**src/rtl/sram_controller.sv**
```systemverilog
// 32-bit word access to a 16-bit SRAM as two halfword beats, WAIT_CYCLES each; ready drops while busy.
// Optional stall counter output under `ifdef SRAM_STALL_CNT_EN.
module sram_controller #(
  parameter int DATA_LEN      = 32,
  parameter int SRAM_ADDR_LEN = 18,
  parameter int SRAM_DATA_LEN = 16,
  parameter int WAIT_CYCLES   = 5
) (
  input  logic                     clk,
  input  logic                     rst,
  input  logic                     mem_read,
  input  logic                     mem_write,
  input  logic [DATA_LEN-1:0]      address,
  input  logic [DATA_LEN-1:0]      write_data,
  output logic [DATA_LEN-1:0]      read_data,
  output logic                     ready,
  output logic [SRAM_ADDR_LEN-1:0] sram_addr,
  output logic [SRAM_DATA_LEN-1:0] sram_dq_out,
  input  logic [SRAM_DATA_LEN-1:0] sram_dq_in,
  output logic                     sram_dq_oe,
  output logic                     sram_we_n
`ifdef SRAM_STALL_CNT_EN
  ,
  output logic [31:0]              stall_count
`endif
);

  localparam int CW = $clog2(WAIT_CYCLES + 1);
  localparam logic [CW-1:0] LAST = CW'(WAIT_CYCLES - 1);

  typedef enum logic [1:0] {IDLE, LOW, HIGH, DONE} state_t;

  state_t                     state, state_nxt;
  logic [CW-1:0]              cnt;
  logic                       op_wr;
  logic [SRAM_ADDR_LEN-2:0]   word_addr;
  logic [SRAM_DATA_LEN-1:0]   wdata_hi;
  logic                       req;
  logic                       in_beat;
  logic                       beat_last;
  logic                       unused_addr;

  assign unused_addr = ^{address[DATA_LEN-1:SRAM_ADDR_LEN+1], address[1:0]};

  assign req       = mem_read | mem_write;
  assign in_beat   = (state == LOW) || (state == HIGH);
  assign beat_last = (cnt == LAST);

  always_comb begin
    state_nxt = state;
    case (state)
      IDLE:    if (req) state_nxt = LOW;
      LOW:     if (beat_last) state_nxt = HIGH;
      HIGH:    if (beat_last) state_nxt = DONE;
      DONE:    state_nxt = IDLE;
      default: state_nxt = IDLE;
    endcase
  end

  assign ready      = ((state == IDLE) && !req) || (state == DONE);
  assign sram_dq_oe = in_beat && op_wr;
  // Strobe released in the final cycle of each beat to give data hold.
  assign sram_we_n  = !(in_beat && op_wr && !beat_last);

  always_ff @(posedge clk) begin
    if (rst) begin
      state       <= IDLE;
      cnt         <= '0;
      op_wr       <= 1'b0;
      word_addr   <= '0;
      wdata_hi    <= '0;
      read_data   <= '0;
      sram_addr   <= '0;
      sram_dq_out <= '0;
    end else begin
      state <= state_nxt;
      cnt   <= (state_nxt != state || !in_beat) ? '0 : cnt + 1'b1;
      case (state)
        IDLE: begin
          if (req) begin
            op_wr       <= mem_write;
            word_addr   <= address[SRAM_ADDR_LEN:2];
            wdata_hi    <= write_data[DATA_LEN-1:SRAM_DATA_LEN];
            sram_addr   <= {address[SRAM_ADDR_LEN:2], 1'b0};
            sram_dq_out <= write_data[SRAM_DATA_LEN-1:0];
          end
        end
        LOW: begin
          if (beat_last) begin
            if (!op_wr) read_data[SRAM_DATA_LEN-1:0] <= sram_dq_in;
            sram_addr   <= {word_addr, 1'b1};
            sram_dq_out <= wdata_hi;
          end
        end
        HIGH: begin
          if (beat_last && !op_wr) read_data[DATA_LEN-1:SRAM_DATA_LEN] <= sram_dq_in;
        end
        default: ;
      endcase
    end
  end

`ifdef SRAM_STALL_CNT_EN
  always_ff @(posedge clk) begin
    if (rst) begin
      stall_count <= '0;
    end else if (!ready && stall_count != 32'hFFFF_FFFF) begin
      stall_count <= stall_count + 32'd1;
    end
  end
`endif

endmodule

```
**config.mk**
```make
export PLATFORM = sky130hd
export DESIGN_NAME = sram_controller
export DESIGN_NICKNAME = d
export VERILOG_FILES = /design/src/rtl/sram_controller.sv
export SDC_FILE = /design/constraint.sdc
export NUM_CORES = 1
export LEC_CHECK = 0
export BUFFER_PORTS_ARGS = -buffer_cell sky130_fd_sc_hd__buf_2
export CAP_MARGIN = 20
export CORE_UTILIZATION = 34
export CTS_BUF_LIST = sky130_fd_sc_hd__clkbuf_16
export CTS_CLUSTER_DIAMETER = 100
export DETAILED_ROUTE_END_ITERATION = 16
export GPL_ROUTABILITY_DRIVEN = 0
export PLACE_DENSITY = 0.55
export SETUP_SLACK_MARGIN = 0.3
export SLEW_MARGIN = 20
export SYNTH_ARGS = -nofsm -noshare
export SYNTH_HDL_FRONTEND = slang
export SYNTH_SLANG_ARGS = --single-unit
```
**constraint.sdc**
```tcl
create_clock -name clk -period 3.4 [get_ports clk]
set_clock_uncertainty 0.2 [all_clocks]
set_input_delay 0.85 -clock clk [delete_from_list [all_inputs] [get_ports clk]]
set_output_delay 0.85 -clock clk [all_outputs]
set_load 0.02 [all_outputs]
```
Yosys cells after proc, flatten, opt, wreduce, memory -nomap -nowiden
Index checks and enable logic that the tools add are counted.
Cells by class
  equal/unequal tests: 7
  reductions and logical operators: 19
  $add $sub $neg: 1
  muxes and demuxes: 10
  bitwise logic cells: 2
Operators with widths (count)
  18-bit two-way mux: 2
  18-bit case mux with 2 select lines: 1
  16-bit two-way mux: 2
  16-bit case mux with 2 select lines: 1
  2-bit case mux with 4 select lines: 1
  2-bit two-way mux: 3
  3-bit AND reduction: 2
  1-bit zero test: 5
  2-bit == test, second input constant: 2
  1-bit logical AND: 4
  2-bit inequality test, second input constant: 2
  2-bit AND reduction: 2
  3-bit by 1-bit adder with 3-bit output, second input constant: 1
  3-bit == test, second input constant: 1
  1-bit logical OR: 3
  2-bit by 1-bit == test with 1-bit output, second input constant: 1
  2-bit zero test: 1
  2-bit inequality test: 1
  2-bit nonzero test: 1
  2-bit OR reduction: 1
  1-bit NOT: 1
  1-bit OR: 1
Word-level totals
  bits of input ports: 84
  register bits after elaboration: 105

Depth between registers and ports, before layout
Gate-level depths: netlist (run 1).
  depth in word-level cells: 6
  mapped depth: 8
  mapped depth without buffers: 5

Least setup slack after synthesis (run 1)
No wires, ideal clock.
  kind: input-to-output
  from: input port mem_write
  to: output port ready
  buffers on the path: 0
  required time: 2.350 ns
  cell stages on the path: 2
  arrival time: 1.454 ns
  setup slack: 0.896 ns
  cell sequence: or3b_4 nand2b_1
Between the ends
  longest elaborated chain between the ends: 4
RTL lines
  start, declared: RTL line 12  | input logic mem_write,
  1-bit OR: RTL line 45  | assign req = mem_read | mem_write;
  1-bit zero test: RTL line 60  | assign ready = ((state == IDLE) && !req) || (state == DONE);
  1-bit logical AND: RTL line 60
  1-bit logical OR: RTL line 60
  end, declared: RTL line 16  | output logic ready,
No other way between the ends.

Worst setup path in the final report (run 1)
  from: register state[1]
  to: output port ready
Between the ends
  longest elaborated chain between the ends: 3
  elaborated cells between the ends (all ways): 4
RTL lines
  start, declared: RTL line 33  | state_t state, state_nxt;
  start signal, assigned: RTL line 76  | state <= state_nxt;
  2-bit zero test: RTL line 60
  1-bit logical AND: RTL line 60
  1-bit logical OR (*): RTL line 60
Mark *: on every way between the ends. The rest lies on a longest branch, timed or not.

==> flow_metrics.tcl, run 1 <==
set metrics [dict create \
    start_util_pct 34.8 \
    fp-row-count 42 \
    routed_wl_mm 11.6 \
    rsz0062_at_grt "no" \
    status "completed" \
    peakVddDrop_uv 241 \
    slew_headroom_pct 48.1 \
    hold_viol 0 \
    fin_cells 823 \
    clock-sinks 105 \
    ioPinCount 153 \
    cts_setup_buffers 0 \
    drtIter0Drc 174 \
    synth_simple_gate_area_share_pct 13.5 \
    setup_slack_ns 0.617 \
    overflow 0 \
    min_path_cells 2 \
    critPathArrivalTime_ns 1.73 \
    cts_buffers 9 \
    worst_pin_slew_ns 0.774 \
    dp_cells 809 \
    drive_above_1_share_pct 32.0 \
    synth_edf_count 0 \
    hold_end "sram_addr[0]$_SDFFE_PP0P_" \
    insertion_delay_ns 0.34 \
    worst_r2r_path_depth 7 \
    cts_resized 0 \
    synth_area_sq_um 4610 \
    p_total_w 0.00285 \
    root_buffer "clkbuf_16" \
    cts.path.max_buffers 2 \
    finalSetupViolCount 0 \
    antennaDiodeCount 0 \
    yosys-top-cells-count "nand2_1, dfxtp_1, a21oi_1" \
    cp-start-kind "register" \
    fmax_ghz 0.359 \
    endpoint_kind "output pin" \
    post-route-period-util_pct 81.8 \
    antenna_found_initial 0 \
    drtAntennaViolNets 0 \
    synth_seq_cells 105 \
    async_flop_share_pct 0 \
    yosys_warnings 0 \
    ctsHoldBuffers 0 \
    nets 735 \
    required_ns 2.35 \
    r2r_slack_ns 0.81 \
    synth.distinct_cells 41 \
    synth_top_family_by_area "compound AO/OA/AOI/OAI gates" \
    core_sq_um 13200 \
    drt-wirelength-per-cell_um 14.1 \
    synthTopCellsByArea "dfxtp_1, nand2_1, a211oi_1" \
    htreeDepth 3 \
    grt_pass1_vias 3990 \
    drc_errors 0 \
    die_area_sq_um 14000 \
    path_class "reg2out" \
    r2r-start "state[1]$_SDFF_PP0_" \
    r2r_end "sram_addr[15]$_SDFFE_PP0P_" \
    synth_area_per_cell_sq_um 8.68 \
    synth_top_area_share_pct 45.6 \
    maxCapViolations 0 \
    dp_slack_ns 0.653 \
    grt.total_usage_pct 17.3 \
    power_density_nw_per_um2 508 \
    tns_ns 0 \
    yosysTopAreaCell "dfxtp_1" \
    fin_area_sq_um 5610 \
    p_leak_nw 2.34 \
    syn_nets 622 \
    synth-adder-area-share_pct 1.90 \
    detail_route.first_pass.iterations 5 \
    synth-xor-area-share_pct 0.190 \
    synth_mux_area_share_pct 8.07 \
    hpwlAfterDp_mm 7.91 \
    netlist_instances 531 \
    viasPerCell 4.87 \
    grt_max_degree 70 \
    syn_to_final_growth_pct 21.8 \
    fin_crit_ns 2.78 \
    die_h_um 118 \
    tritoncts "done" \
    ys.flop_type "dfxtp_1" \
    synth_compound_area_share_pct 21.9 \
    holdCritStartpoint "sram_addr[0]$_SDFFE_PP0P_" \
    io_buffers 137 \
    clk_pin_slew_ns 0.07 \
    dr_total_vias 4008 \
    hold_class "reg2reg" \
    synth_sequential_area_ratio_pct 45.6 \
    grt_pass1_wl_mm 19.6 \
    cp_max_fo 8 \
    die-width_um 118 \
    synth_most_common_cell "nand2_1" \
    dpl_cell_area_sq_um 5360 \
    drv_slew 0 \
]
critical path, stage by stage (launching register included):
cell,delay (ns)
dfxtp_1,0.39
inv_1,0.13
ha_1,0.18
or3b_4,0.43
nand2b_1,0.09
buf_2,0.16
layout make-up:
type,count,area [sq um]
Multi-Input combinational cell,341,2110
Sequential cell,105,2100
Inverter,40,150
Clock inverter,5,26.3
Fill cell,1406,7630
Clock buffer,9,225
Tap cell,176,220
Timing Repair Buffer,147,776
sequential cells by signal, indices dropped and copies added (netlist names):
name	count
cnt	3
op_wr	1
read_data	32
sram_addr	18
sram_dq_out	16
state	2
wdata_hi	16
word_addr	17
where the power goes:
group          internal (W)  total, W  switching (W)
registers           0.00132   0.00136      0.0000442
clock network      0.000483  0.000920       0.000436
logic              0.000226  0.000563       0.000337
per-layer routing:
layer | wire (um) | share of wire (%) | track usage, %
met3 | 735 | 6.3 | 4.05
met4 | 150 | 1.3 | 6.25
met2 | 5390 | 46 | 29.2
met1 | 5360 | 46 | 21.5
met5 | 0 | 0 | 0
how the worst max path moves through the flow:
stage | depth (start not counted) | to | slack [ns] | start
detailed placement | 4 | ready | 0.65 | mem_write
global route | 5 | ready | 0.50 | state[0]$_SDFF_PP0_
CTS | 5 | ready | 0.59 | state[1]$_SDFF_PP0_
floorplan | 2 | ready | 0.90 | mem_write
global placement | 4 | ready | 0.66 | mem_write
finish | 5 | ready | 0.62 | state[1]$_SDFF_PP0_
stage by stage:
| stage | hold slack (ns) | util [%] |
|---|---|---|
| 6_report | 0.251 | 42.4 |
| 5_1_grt | 0.267 | 42.4 |
| 4_1_cts | 0.255 | 42.4 |
| 3_5_place_dp | 0.244 | 40.5 |
| 3_3_place_gp | 0.238 | 40.5 |
| 2_1_floorplan | 0.233 | - |
layout by cell type (no fill, tap or decap), types with 2 or more instances in the layout:
master,Yosys,final
inv_1,40,42
clkinv_2,0,2
nand2_1,134,134
a21oi_1,67,67
ha_1,7,6
a31oi_1,2,2
mux2_2,33,33
and4b_1,2,2
nor2_1,3,3
a211oi_1,64,64
buf_4,2,10
buf_2,12,136
a211oi_2,5,5
dfxtp_1,105,105
nand2b_1,2,2
clkbuf_16,0,9
logic make-up after synthesis:
group | Yosys count
AO/OA/AOI/OAI | 150
buffers and inverters | 85
XOR/XNOR | 1
multiplexers | 33
AND/OR/NAND/NOR | 150
adder cells (fa/ha/maj) | 7
flip-flops | 105
Power figures use the tool's default switching activity.
==> run 2: changes to the inputs <==
Settings changed: PLACE_DENSITY 0.55 to 0.57.
Clock period 3.4 ns to 2.4 ns, I/O delays scaled along.
==> flow_metrics.tcl, run 2 (synthesis results as in run 1) <==
set metrics [dict create \
    status "completed" \
    root_buffer "clkbuf_16" \
    worst_pin_slew_ns 0.441 \
    viasPerCell 4.92 \
    drv_slew 0 \
    tritoncts "done" \
    multi_input_area_sq_um 2210 \
    hold_class "reg2reg" \
    whs_ns 0.230 \
    cts.path.max_buffers 2 \
    tns_ns 0 \
    reg_top3 "read_data (32), sram_addr (18), word_addr (17)" \
    power_density_nw_per_um2 700 \
    drt-wirelength-per-cell_um 14.0 \
    p_leak_nw 2.48 \
    routed_wl_mm 11.9 \
    detail_route.first_pass.iterations 7 \
    overflow 0 \
    fin_area_sq_um 5930 \
    cp_max_fo 2 \
    insertion_delay_ns 0.35 \
    grt_pass1_wl_mm 19.2 \
    drtAntennaViolNets 0 \
    nets 756 \
    rsz0062_at_grt "yes" \
    ioPinCount 153 \
    slew_headroom_pct 70.6 \
    grt_max_degree 70 \
    drtIter0Drc 220 \
    dpl_cell_area_sq_um 5430 \
    dr_total_vias 4163 \
    fp-row-count 42 \
    clock-sinks 105 \
    fmax_ghz 0.435 \
    path_class "reg2out" \
    final_cell_mix "nand2_1, buf_2, dfxtp_1" \
    cp-start-kind "register" \
    htreeDepth 3 \
    critPathArrivalTime_ns 1.50 \
    post-route-period-util_pct 95.8 \
    io_buffers 137 \
    start_util_pct 34.8 \
    slowest_delay_ns 0.41 \
    die_h_um 118 \
    core_sq_um 13200 \
    crit_path_cell_trace "inv_2 -> ha_4 -> or3b_4 -> nand2b_4 -> buf_6" \
    endpoint_kind "output pin" \
    grt_pass1_vias 4001 \
    maxCapViolations 0 \
    clk_pin_slew_ns 0.07 \
    largest_reg_flops 32 \
    grt.total_usage_pct 17.1 \
    hpwlAfterDp_mm 7.99 \
    drive_above_1_share_pct 37.2 \
    die-width_um 118 \
    hold_viol 0 \
    drc_errors 0 \
    peakVddDrop_uv 447 \
    seq_area_sq_um 2110 \
    die_area_sq_um 14000 \
    fillCellCount 1337 \
    required_ns 1.60 \
    dp_slack_ns 0.155 \
    antennaDiodeCount 0 \
    cpMaxStageDelayCell "or3b_4" \
    finalSetupViolCount 0 \
    fin_crit_ns 2.30 \
    regMostFlops "read_data" \
    cts_buffers 9 \
    syn_to_final_growth_pct 28.7 \
    setup_slack_ns 0.0998 \
    antenna_found_initial 1 \
]
## run 2: changes by cell type in the layout (fill, tap and decap cells not counted), moves of 4 or more
cell      change
buf_4        +16
buf_6         +6
dfxtp_1       -4
a211oi_2      +6
a211oi_1      -6
## run 2: cell type report
class | instances | area share, %
clock inverters | 7 | 0.654
clock buffers | 9 | 3.80
inverters | 40 | 2.57
well taps | 176 | 3.71
repair buffers | 168 | 16.5
flip-flops and latches | 105 | 35.6
multi-input cells | 341 | 37.2
## run 2: worst paths after layout
check	slack, ns	depth (start not counted)	from	end
worst max-delay path	0.1	5	state[1]$_SDFF_PP0_	ready
worst min-delay path	0.23	1	cnt[0]$_SDFF_PP0_	cnt[0]$_SDFF_PP0_
worst max register to register	0.37	9	state[1]$_SDFF_PP0_	sram_addr[14]$_SDFFE_PP0P_
worst min register to register	0.23	1	cnt[0]$_SDFF_PP0_	cnt[0]$_SDFF_PP0_
## run 2: metrics by stage
stage,total power [W],utilization [%],cells
6_report,0.00415,44.8,846
5_1_grt,0.00437,44.8,846
4_1_cts,0.00418,44.0,843
3_5_place_dp,0.00279,41.0,818
3_3_place_gp,0.00278,41.0,818
2_1_floorplan,0.00254,-,531
## run 2: routing by layer
layer,routed length (um),part of all wire (%),up-vias,global-route usage [%]
met4,75,0.63,2,4.67
met5,10,0.084,-,0
li1,-,-,2079,-
met1,5250,44,1941,20.4
met3,854,7.2,11,6.32
met2,5690,48,130,28.9
## run 2: where the power goes
group          switching, W  total, W  internal [W]
registers         0.0000670   0.00194       0.00187
logic              0.000504  0.000880      0.000376
clock network      0.000641   0.00133      0.000692
total               0.00121   0.00415       0.00294
## run 2: worst max-delay path: cells and delay by family (launching register included)
family | cells | cell delay (ns)
and+or+nand+nor | 2 | 0.50
buffers and inverters | 2 | 0.19
DFF | 1 | 0.32
adders and majority gates | 1 | 0.14
## run 2: timing repair
item | 4_1_cts | 5_1_grt
gates cloned | 0 | 0
endpoints found under the setup margin | 29 | 38
hold buffers | 0 | 0
resized for setup | 21 | 17
pin swaps | 2 | 3
setup buffers | 9 | 3
